$ cat src/rtl/lstm_cell_bp.sv
// LSTM cell backward pass: one timestep's gate deltas, dstate and dc from saved forward values.
// A single shared fixed-point multiplier is sequenced over 16 steps.
module lstm_cell_bp #(
   parameter int WIDTH = 32,
   parameter int FRAC  = 24
) (
   input  logic             clk,
   input  logic             rst,
   input  logic             i_start,
   input  logic [WIDTH-1:0] i_a,
   input  logic [WIDTH-1:0] i_i,
   input  logic [WIDTH-1:0] i_f,
   input  logic [WIDTH-1:0] i_o,
   input  logic [WIDTH-1:0] i_c,
   input  logic [WIDTH-1:0] i_c_prev,
   input  logic [WIDTH-1:0] i_dh,
   input  logic [WIDTH-1:0] i_dc_next,
   output logic             o_busy,
   output logic             o_done,
   output logic [WIDTH-1:0] o_da,
   output logic [WIDTH-1:0] o_di,
   output logic [WIDTH-1:0] o_df,
   output logic [WIDTH-1:0] o_do,
   output logic [WIDTH-1:0] o_dstate,
   output logic [WIDTH-1:0] o_dc
);

   typedef enum logic [1:0] {ST_IDLE, ST_MUL, ST_DONE} state_t;

   localparam logic [WIDTH-1:0] ONE    = WIDTH'(1) << FRAC;
   localparam logic [WIDTH:0]   T_HALF = (WIDTH+1)'(1) << (FRAC-1);
   localparam logic [WIDTH:0]   T_KNEE = (WIDTH+1)'(5) << (FRAC-1);
   localparam logic [WIDTH:0]   T_OFS  = (WIDTH+1)'(3) << (FRAC-3);
   localparam logic [WIDTH:0]   T_ONE  = (WIDTH+1)'(1) << FRAC;

   // Odd piecewise-linear tanh: x below 0.5, 0.375+x/4 up to 2.5, then 1.0.
   function automatic logic [WIDTH-1:0] tanh_pl(input logic [WIDTH-1:0] x);
      logic [WIDTH:0] mag;
      logic [WIDTH:0] y;
      mag = x[WIDTH-1] ? ({1'b0, ~x} + (WIDTH+1)'(1)) : {1'b0, x};
      if (mag < T_HALF)      y = mag;
      else if (mag < T_KNEE) y = T_OFS + (mag >> 2);
      else                   y = T_ONE;
      return x[WIDTH-1] ? (WIDTH'(0) - y[WIDTH-1:0]) : y[WIDTH-1:0];
   endfunction

   state_t           state_q, state_d;
   logic [4:0]       step_q, step_d;
   logic             armed_q, armed_d;
   logic [WIDTH-1:0] a_q, a_d, i_q, i_d, f_q, f_d, o_q, o_d;
   logic [WIDTH-1:0] t_q, t_d, cp_q, cp_d, dh_q, dh_d, dcn_q, dcn_d;
   logic [WIDTH-1:0] x_q, x_d, y_q, y_d, ds_q, ds_d;
   logic [WIDTH-1:0] d_a_q, d_a_d, d_i_q, d_i_d, d_f_q, d_f_d, d_o_q, d_o_d;
   logic [WIDTH-1:0] da_out_q, da_out_d, di_out_q, di_out_d, df_out_q, df_out_d;
   logic [WIDTH-1:0] do_out_q, do_out_d, ds_out_q, ds_out_d, dc_out_q, dc_out_d;

   logic signed [WIDTH-1:0]   mul_a, mul_b;
   logic signed [2*WIDTH-1:0] prod;
   logic [WIDTH-1:0]          mul_res;

   // x_q / y_q are scratch slots reused by each gate's pair of partial products.
   always_comb begin
      mul_a = '0;
      mul_b = '0;
      case (step_q)
         5'd1:    begin mul_a = t_q;  mul_b = t_q;        end
         5'd2:    begin mul_a = dh_q; mul_b = o_q;        end
         5'd3:    begin mul_a = y_q;  mul_b = ONE - x_q;  end
         5'd4:    begin mul_a = dh_q; mul_b = t_q;        end
         5'd5:    begin mul_a = o_q;  mul_b = ONE - o_q;  end
         5'd6:    begin mul_a = x_q;  mul_b = y_q;        end
         5'd7:    begin mul_a = a_q;  mul_b = a_q;        end
         5'd8:    begin mul_a = ds_q; mul_b = i_q;        end
         5'd9:    begin mul_a = y_q;  mul_b = ONE - x_q;  end
         5'd10:   begin mul_a = i_q;  mul_b = ONE - i_q;  end
         5'd11:   begin mul_a = ds_q; mul_b = a_q;        end
         5'd12:   begin mul_a = y_q;  mul_b = x_q;        end
         5'd13:   begin mul_a = f_q;  mul_b = ONE - f_q;  end
         5'd14:   begin mul_a = ds_q; mul_b = cp_q;       end
         5'd15:   begin mul_a = y_q;  mul_b = x_q;        end
         5'd16:   begin mul_a = ds_q; mul_b = f_q;        end
         default: ;
      endcase
      prod    = mul_a * mul_b;
      mul_res = WIDTH'(prod >>> FRAC);
   end

   always_comb begin
      state_d  = state_q;   step_d   = step_q;   armed_d  = 1'b1;
      a_d      = a_q;       i_d      = i_q;      f_d      = f_q;      o_d    = o_q;
      t_d      = t_q;       cp_d     = cp_q;     dh_d     = dh_q;     dcn_d  = dcn_q;
      x_d      = x_q;       y_d      = y_q;      ds_d     = ds_q;
      d_a_d    = d_a_q;     d_i_d    = d_i_q;    d_f_d    = d_f_q;    d_o_d  = d_o_q;
      da_out_d = da_out_q;  di_out_d = di_out_q; df_out_d = df_out_q;
      do_out_d = do_out_q;  ds_out_d = ds_out_q; dc_out_d = dc_out_q;
      case (state_q)
         ST_IDLE: begin
            // armed_q blocks a start that coincides with the reset-release edge.
            if (i_start && armed_q) begin
               state_d = ST_MUL;
               step_d  = 5'd1;
               a_d  = i_a;      i_d  = i_i;  f_d   = i_f;  o_d = i_o;
               cp_d = i_c_prev; dh_d = i_dh; dcn_d = i_dc_next;
               t_d  = tanh_pl(i_c);
            end
         end
         ST_MUL: begin
            case (step_q)
               5'd1, 5'd7, 5'd10, 5'd13: x_d = mul_res;
               5'd2, 5'd5, 5'd8, 5'd11, 5'd14: y_d = mul_res;
               5'd3:    ds_d  = mul_res;
               5'd4:    begin ds_d = ds_q + dcn_q; x_d = mul_res; end
               5'd6:    d_o_d = mul_res;
               5'd9:    d_a_d = mul_res;
               5'd12:   d_i_d = mul_res;
               5'd15:   d_f_d = mul_res;
               default: ;
            endcase
            if (step_q == 5'd16) begin
               // Outputs load on entry to DONE so they are valid with o_done.
               state_d  = ST_DONE;
               step_d   = 5'd0;
               da_out_d = d_a_q;  di_out_d = d_i_q;  df_out_d = d_f_q;
               do_out_d = d_o_q;  ds_out_d = ds_q;   dc_out_d = mul_res;
            end else begin
               step_d = step_q + 5'd1;
            end
         end
         ST_DONE: state_d = ST_IDLE;
         default: state_d = ST_IDLE;
      endcase
   end

   always_ff @(posedge clk or negedge rst) begin
      if (!rst) begin
         state_q  <= ST_IDLE;  step_q   <= '0;  armed_q  <= 1'b0;
         a_q      <= '0;  i_q      <= '0;  f_q      <= '0;  o_q    <= '0;
         t_q      <= '0;  cp_q     <= '0;  dh_q     <= '0;  dcn_q  <= '0;
         x_q      <= '0;  y_q      <= '0;  ds_q     <= '0;
         d_a_q    <= '0;  d_i_q    <= '0;  d_f_q    <= '0;  d_o_q  <= '0;
         da_out_q <= '0;  di_out_q <= '0;  df_out_q <= '0;
         do_out_q <= '0;  ds_out_q <= '0;  dc_out_q <= '0;
      end else begin
         state_q  <= state_d;   step_q   <= step_d;   armed_q  <= armed_d;
         a_q      <= a_d;       i_q      <= i_d;      f_q      <= f_d;      o_q    <= o_d;
         t_q      <= t_d;       cp_q     <= cp_d;     dh_q     <= dh_d;     dcn_q  <= dcn_d;
         x_q      <= x_d;       y_q      <= y_d;      ds_q     <= ds_d;
         d_a_q    <= d_a_d;     d_i_q    <= d_i_d;    d_f_q    <= d_f_d;    d_o_q  <= d_o_d;
         da_out_q <= da_out_d;  di_out_q <= di_out_d; df_out_q <= df_out_d;
         do_out_q <= do_out_d;  ds_out_q <= ds_out_d; dc_out_q <= dc_out_d;
      end
   end

   assign o_busy   = (state_q != ST_IDLE);
   assign o_done   = (state_q == ST_DONE);
   assign o_da     = da_out_q;
   assign o_di     = di_out_q;
   assign o_df     = df_out_q;
   assign o_do     = do_out_q;
   assign o_dstate = ds_out_q;
   assign o_dc     = dc_out_q;

endmodule

$ cat config.mk
export PLATFORM = sky130hd
export DESIGN_NAME = lstm_cell_bp
export DESIGN_NICKNAME = d
export VERILOG_FILES = /design/src/rtl/lstm_cell_bp.sv
export SDC_FILE = /design/constraint.sdc
export NUM_CORES = 2
export LEC_CHECK = 0
export ABC_AREA = 0
export BUFFER_PORTS_ARGS = -buffer_cell sky130_fd_sc_hd__buf_2
export CORE_ASPECT_RATIO = 1.1
export CORE_MARGIN = 3
export CORE_UTILIZATION = 64
export CTS_BUF_LIST = sky130_fd_sc_hd__clkbuf_4
export CTS_CLUSTER_SIZE = 25
export DETAILED_ROUTE_END_ITERATION = 10
export PLACE_DENSITY = 0.84
export SYNTH_ARGS = -nofsm -noshare
export SYNTH_HDL_FRONTEND = slang
export SYNTH_SLANG_ARGS = --single-unit
$ cat constraint.sdc
create_clock -name clk -period 15.72 [get_ports clk]
set_input_delay 1.572 -clock clk [delete_from_list [all_inputs] [get_ports clk]]
set_output_delay 1.572 -clock clk [all_outputs]
set_load 0.005 [all_outputs]
# Yosys cells after proc, flatten, opt, wreduce, memory -nomap -nowiden
# Index checks and enable logic that the tools add are counted.
# totals
reg_bits,680
inputBits,259
out_inout_bits,194
wordCells,97
# op_classes
n_addsub,9
multipliers,1
n_lt_le_gt_ge,2
eq_ne,20
muxes,15
n_bitwise,1
n_reduce_logical,25
# op_table
cell,n
$pmux W32 S12,1
$pmux W32 S9,1
$mux W32,5
$sub A25 B32 Y32 const A,4
$pmux W32 S2,1
$mul A32 B32 Y56,1
$eq A5 B4 Y1 const B,8
$add A32 B1 Y33 const B,1
$lt A33 B24 Y1 const B,1
$lt A33 B26 Y1 const B,1
$mux W33,1
$add A23 B31 Y32 const A,1
$add A32 B32 Y32,1
$not A32 Y32,1
$sub A1 B32 Y32 const A,1
$reduce_and A2 Y1,11
$eq A5 B3 Y1 const B,4
$eq A5 B2 Y1 const B,2
$mux W5,2
$pmux W5 S2,1
$reduce_or A2 Y1,5
$reduce_or A5 Y1,2
$reduce_or A4 Y1,2
$reduce_bool A2 Y1,3
10 further kinds,12

# Longest topological paths before layout
# depth
word_depth,10
depth_mapped,47
depth_no_buf,43

# Worst setup path after synthesis
# No wires, ideal clock.
# synth_timing
path_type,register to register
startpoint,register step_q[0]
endpoint,register ds_q[31]
setup_time_ns,0.136
arrival_ns,11.470
required_time_ns,15.584
setup_slack_ns,4.113
stages_incl_launch_ff,42
path_buffers,3
period_less_slack_ns,11.607
cell_sequence,dfrtp_1 > inv_1 > ha_1 > nor4bb_1 > buf_2 > clkbuf_1 > a22o_1 > a311oi_2 > ha_1 > nand4_1 > nor4_4 > nand3_1 > xnor2_1 > a2111oi_0 > clkbuf_1 > nor2_1 > fa_1 > fa_1 > (+6 left out) > fa_1 > inv_1 > fa_1 > inv_1 > ha_1 > and3_1 > nand2_1 > a211oi_1 > a211o_1 > nor4_1 > o41ai_2 > a31oi_1 > o22ai_1 > nand4_1 > a21oi_1 > a211o_1 > xor2_2 > o211ai_2
# synth_between
elab_chain_len,5
elab_cells_between_ends,29
cone_classes,1 x mul; 16 x eq/ne; 3 x mux; 9 x reduce/logical
# synth_lines
element,line,text
"start, declared",48,"logic [4:0] step_q, step_d;"
"start signal, assigned",144,state_q <= state_d; step_q <= step_d; armed_q <= armed_d;
"$eq A5 B5 Y1, or another cell as far along",65,case (step_q)
$reduce_or A4 Y1 (no line) / $reduce_or A2 Y1 (equally long branches),n/a,
$pmux W32 S9 / $pmux W32 S12 (equally long branches),65,
$mul A32 B32 Y56,84,prod = mul_a * mul_b;
$pmux W32 S2,108,case (step_q)
"end signal, assigned",139,x_q <= '0; y_q <= '0; ds_q <= '0;
"end signal, assigned",147,x_q <= x_d; y_q <= y_d; ds_q <= ds_d;
"end, declared",52,"logic [WIDTH-1:0] x_q, x_d, y_q, y_d, ds_q, ds_d;"
# Several ways; a longest one is shown, not always the timed one.
# A chain may end at the register's enable or synchronous reset.

# Worst setup path in the final report
# layout_timing
startpoint,register step_q[3]
endpoint,"register dc_out_q[25], in the netlist o_dc[25]"
# layout_between
elab_chain_len,4
elab_cells_between_ends,27
cone_classes,1 x mul; 16 x eq/ne; 2 x mux; 8 x reduce/logical
# layout_lines
element,line,text
"$eq A5 B5 Y1, or another cell as far along","65, 119",
$reduce_or A4 Y1 (no line) / $reduce_or A2 Y1 (equally long branches),n/a,
$pmux W32 S9 / $pmux W32 S12 (equally long branches),65,
$mul A32 B32 Y56,84,
"end signal, assigned",150,do_out_q <= do_out_d; ds_out_q <= ds_out_d; dc_out_q <= dc_out_d;
"end, declared",55,"logic [WIDTH-1:0] do_out_q, do_out_d, ds_out_q, ds_out_d, dc_out_q, dc_out_d;"
# Several ways; a longest one is shown, not always the timed one.

==> summary.md <==
The run finished with clean final reports. Ratio of final minimum period to clock period: 0.8889. The area fraction of the dominant cell type after synthesis came out at 0.3035. In the synthesized netlist, the cells that appear most often are 1855 x sky130_fd_sc_hd__nand2_1, 1037 x sky130_fd_sc_hd__inv_1, 983 x sky130_fd_sc_hd__fa_1. The launching point of the worst reg2reg path was step_q[3]. The count of flip-flops with a built-in enable after synthesis works out to 0. The tools report the global-route congestion overflow total as 0. The critical hold path startpoint was d_a_q[25]. The cell chosen for the clock root is sky130_fd_sc_hd__clkbuf_4. The via count is 55810. Later-pin clock latency in the skew report: 1.09 ns. The H-tree generated during clock tree synthesis spans 4 levels. The worst setup path is launched from a flop.

sky130_fd_sc_hd__nand2_1 is the most common cell in the netlist. The logs give 8880 for the post-layout net count and 0 for the remaining routing DRC violations. Share of the yosys chip area belonging to registers: 0.2624.

The critical path is of the flop to flop type. At the end of routability-driven placement, the weighted congestion stood at 1.055. The total number of clock tree sinks is 680.

The logs give 350800 um for the wire length of the first global-routing pass and 95 for the count of unique library cells instantiated by Yosys. During placement, the flow inserted port buffers numbering 452. TritonCTS built the clock tree. Setup repair after global routing left no endpoint under its margin. The logs give 0 for the hold violation count in the final report and 453 for the count of boundary I/O pins. The slowest stage cell on the critical path was sky130_fd_sc_hd__xnor2_1.

In this run the mean area of a mapped cell was 9.161 um^2. Synthesis inferred 680 register bits. The worst hold path terminates at o_da[25]. By instance count, the cell type seen most on the critical path is sky130_fd_sc_hd__fa_1. When the netlist entered floorplanning its net count stood at 8532. The global routing usage summed across all routing layers came out at 0.4525.

The share of cells above drive strength 1 works out to 0.1505. The number of CTS-inserted buffers came out at 173. For the final routed database, the setup TNS stands at 0 ns. The die is 339.9 um tall. The clock arrives with 0.09107 ns of skew. The arrival time of data at the critical path endpoint came out at 14.81 ns. Counting every instance in the synthesized netlist gives 7079.

The endpoint identified for the worst register-to-register timing path is o_dc[25]. The ratio of routed vias to standard cells came out at 6.305. The final routed wire length divided by cell count is 26.34 um, and the maximum operating frequency is 71.57 MHz.

The detailed-placement wirelength estimate is 176200 um. For this run, the number of Yosys warnings is 0. Layout-stage area growth over the synthesis result: 9.161%. Shortest clock period the worst path allows after layout: 13.97 ns. The final layout contains routed wiring with a total length of 233200 um. Of all cell types, the one taking the most synthesized area is sky130_fd_sc_hd__fa_1.

For this run, the slowest stage of the critical path takes 1.12 ns. The core region is 99770 um^2. Worst min-delay path category: flop to flop.

The number of gates resized after CTS was 0. The first-pass iteration count of the detailed router is 11, and the critical-path maximum fanout is 29. Sequential standard cell area: 17020 um^2. Across all register-to-register paths, the minimum setup slack is 1.75 ns.

The floorplan step set the die width to 309.5 um. Depth of the worst hold-timing path: 1. The primary flip-flop cell chosen by synthesis mapping was sky130_fd_sc_hd__dfrtp_1.

The multi-input combinational cells in the finished layout cover a total of 42800 um^2. The proportion of synthesized flip-flops having asynchronous set or reset was 1.000. The count of hold buffers inserted by post-cts repair was 0; the clock transition time at the flip-flop clock pins of the worst setup and hold paths was 0.07 ns. Setup violations remaining at the end of the flow were counted as 0.

For the post-CTS setup repair buffer count, the log shows 0. The pin slew with the least headroom to its limit was 1.451 ns; the worst slew margin relative to its limit was 0.02586. The number of nets with antenna violations after detailed routing is 0. The initial antenna violation count is 22, and the required arrival time at the worst endpoint is 16.56 ns. Entering global routing, the biggest net connects 183 pins.

The cell depth of the worst flop-to-flop path is 37. The number of pins exceeding their max-slew limit in the final report came out at 0. The first routing iteration left 6790 violations.

The floorplan has 121 rows. The tools report the number of buffers on the longest clock path as 3. The initial core utilization is 0.6500. By area the synthesized netlist is led by sky130_fd_sc_hd__fa_1 30%, sky130_fd_sc_hd__dfrtp_1 26%, sky130_fd_sc_hd__nand2_1 11%, sky130_fd_sc_hd__inv_1 6.0%, sky130_fd_sc_hd__ha_1 4.1%.

The via count of the first global-routing pass came out at 57810. The layout has 7501 filler cells. Max-cap violations in this run came to 0. Critical path endpoint category: a flop. The netlist area before placement was 64850 um^2. The die covers 105200 um^2.
## critical path, delay by kind of cell (launching register included)
family	cells	cell delay, ns
compound gates	14	4.05
xor+xnor	2	1.31
fa+ha+maj	10	4.78
buf+inv	5	0.90
flops	1	0.96
simple gates	6	1.71
## worst max path at each step
stage / from / endpoint / slack, ns / depth (start not counted)
final: step_q[3] / o_dc[25] / 1.75 / 37
after global routing: step_q[3] / d_a_q[25] / 1.35 / 37
after CTS: step_q[0] / d_i_q[28] / 2.22 / 36
after detailed placement: step_q[1] / o_dc[28] / 2.22 / 37
after global placement: step_q[3] / d_o_q[24] / 2.59 / 37
after floorplan: step_q[0] / ds_q[31] / 4.11 / 41
## routing by layer
metal,wire [um],vias up,track usage
met2,101600,4118,0.6587
met4,23660,4,0.3669
met5,21,-,0
met1,76390,27450,0.5435
met3,31490,1129,0.1599
li1,-,23110,-
## layout make-up
class / instances / area share
multi-input combinational: 4950 / 0.6046
sequential: 680 / 0.2404
inverter: 1038 / 0.05504
timing repair buffer: 584 / 0.04645
clock buffer: 246 / 0.02609
tap: 1291 / 0.02282
clock inverter: 42 / 0.003871
antenna: 21 / 0.0007424
## stage by stage
step	hold slack (ns)	util	instance area [um^2]	worst slack (ns)	std cells
after floorplan	0.4401	-	64850	4.113	7079
after global placement	0.4570	0.6876	68600	2.587	8543
after detailed placement	0.4658	0.6876	68600	2.221	8543
after CTS	0.4721	0.7089	70720	2.221	8831
after global routing	0.4987	0.7092	70760	1.348	8839
final	0.4649	0.7095	70790	1.747	8852
## layout by cell type (no fill, tap or decap), types with 11 or more instances in the layout
cell type,n
sky130_fd_sc_hd__a21o_1,41
sky130_fd_sc_hd__a21oi_1,148
sky130_fd_sc_hd__a221o_1,12
sky130_fd_sc_hd__a221oi_1,21
sky130_fd_sc_hd__a222oi_1,84
sky130_fd_sc_hd__a22o_1,42
sky130_fd_sc_hd__a22oi_1,49
sky130_fd_sc_hd__a311oi_1,17
sky130_fd_sc_hd__a311oi_2,11
sky130_fd_sc_hd__a31oi_1,19
sky130_fd_sc_hd__and2_1,66
sky130_fd_sc_hd__and3_1,50
sky130_fd_sc_hd__buf_2,451
sky130_fd_sc_hd__buf_4,130
sky130_fd_sc_hd__clkbuf_4,246
sky130_fd_sc_hd__clkinv_1,25
sky130_fd_sc_hd__dfrtp_1,680
sky130_fd_sc_hd__diode_2,21
sky130_fd_sc_hd__fa_1,983
sky130_fd_sc_hd__ha_1,211
sky130_fd_sc_hd__inv_1,1037
sky130_fd_sc_hd__mux2_2,163
sky130_fd_sc_hd__nand2_1,1852
sky130_fd_sc_hd__nand2b_1,14
sky130_fd_sc_hd__nand3_1,54
sky130_fd_sc_hd__nand3_2,11
sky130_fd_sc_hd__nand4_1,31
sky130_fd_sc_hd__nor2_1,266
sky130_fd_sc_hd__nor2b_1,21
sky130_fd_sc_hd__nor3_1,23
sky130_fd_sc_hd__o2111ai_2,15
sky130_fd_sc_hd__o21a_1,20
sky130_fd_sc_hd__o21ai_0,338
sky130_fd_sc_hd__o22ai_1,19
sky130_fd_sc_hd__or2_2,11
sky130_fd_sc_hd__or3_1,11
sky130_fd_sc_hd__xnor2_1,80
sky130_fd_sc_hd__xor2_1,66
## kinds of logic (layout without fill, tap and decap cells)
| kind of cell | Yosys count | after routing | synth area share |
|---|---|---|---|
| other cells | 1 | 22 | 0.00005783 |
| simple gates | 2457 | 2457 | 0.1548 |
| compound gates | 964 | 964 | 0.1015 |
| buf+inv | 1449 | 1910 | 0.08497 |
| xor+xnor | 161 | 161 | 0.02219 |
| mux | 173 | 173 | 0.02991 |
| flops | 680 | 680 | 0.2624 |
| fa+ha+maj | 1194 | 1194 | 0.3442 |
Power is left out: the tool's default activity adds up to more than one toggle a clock period on the data nets, which glitch-free logic cannot reach.
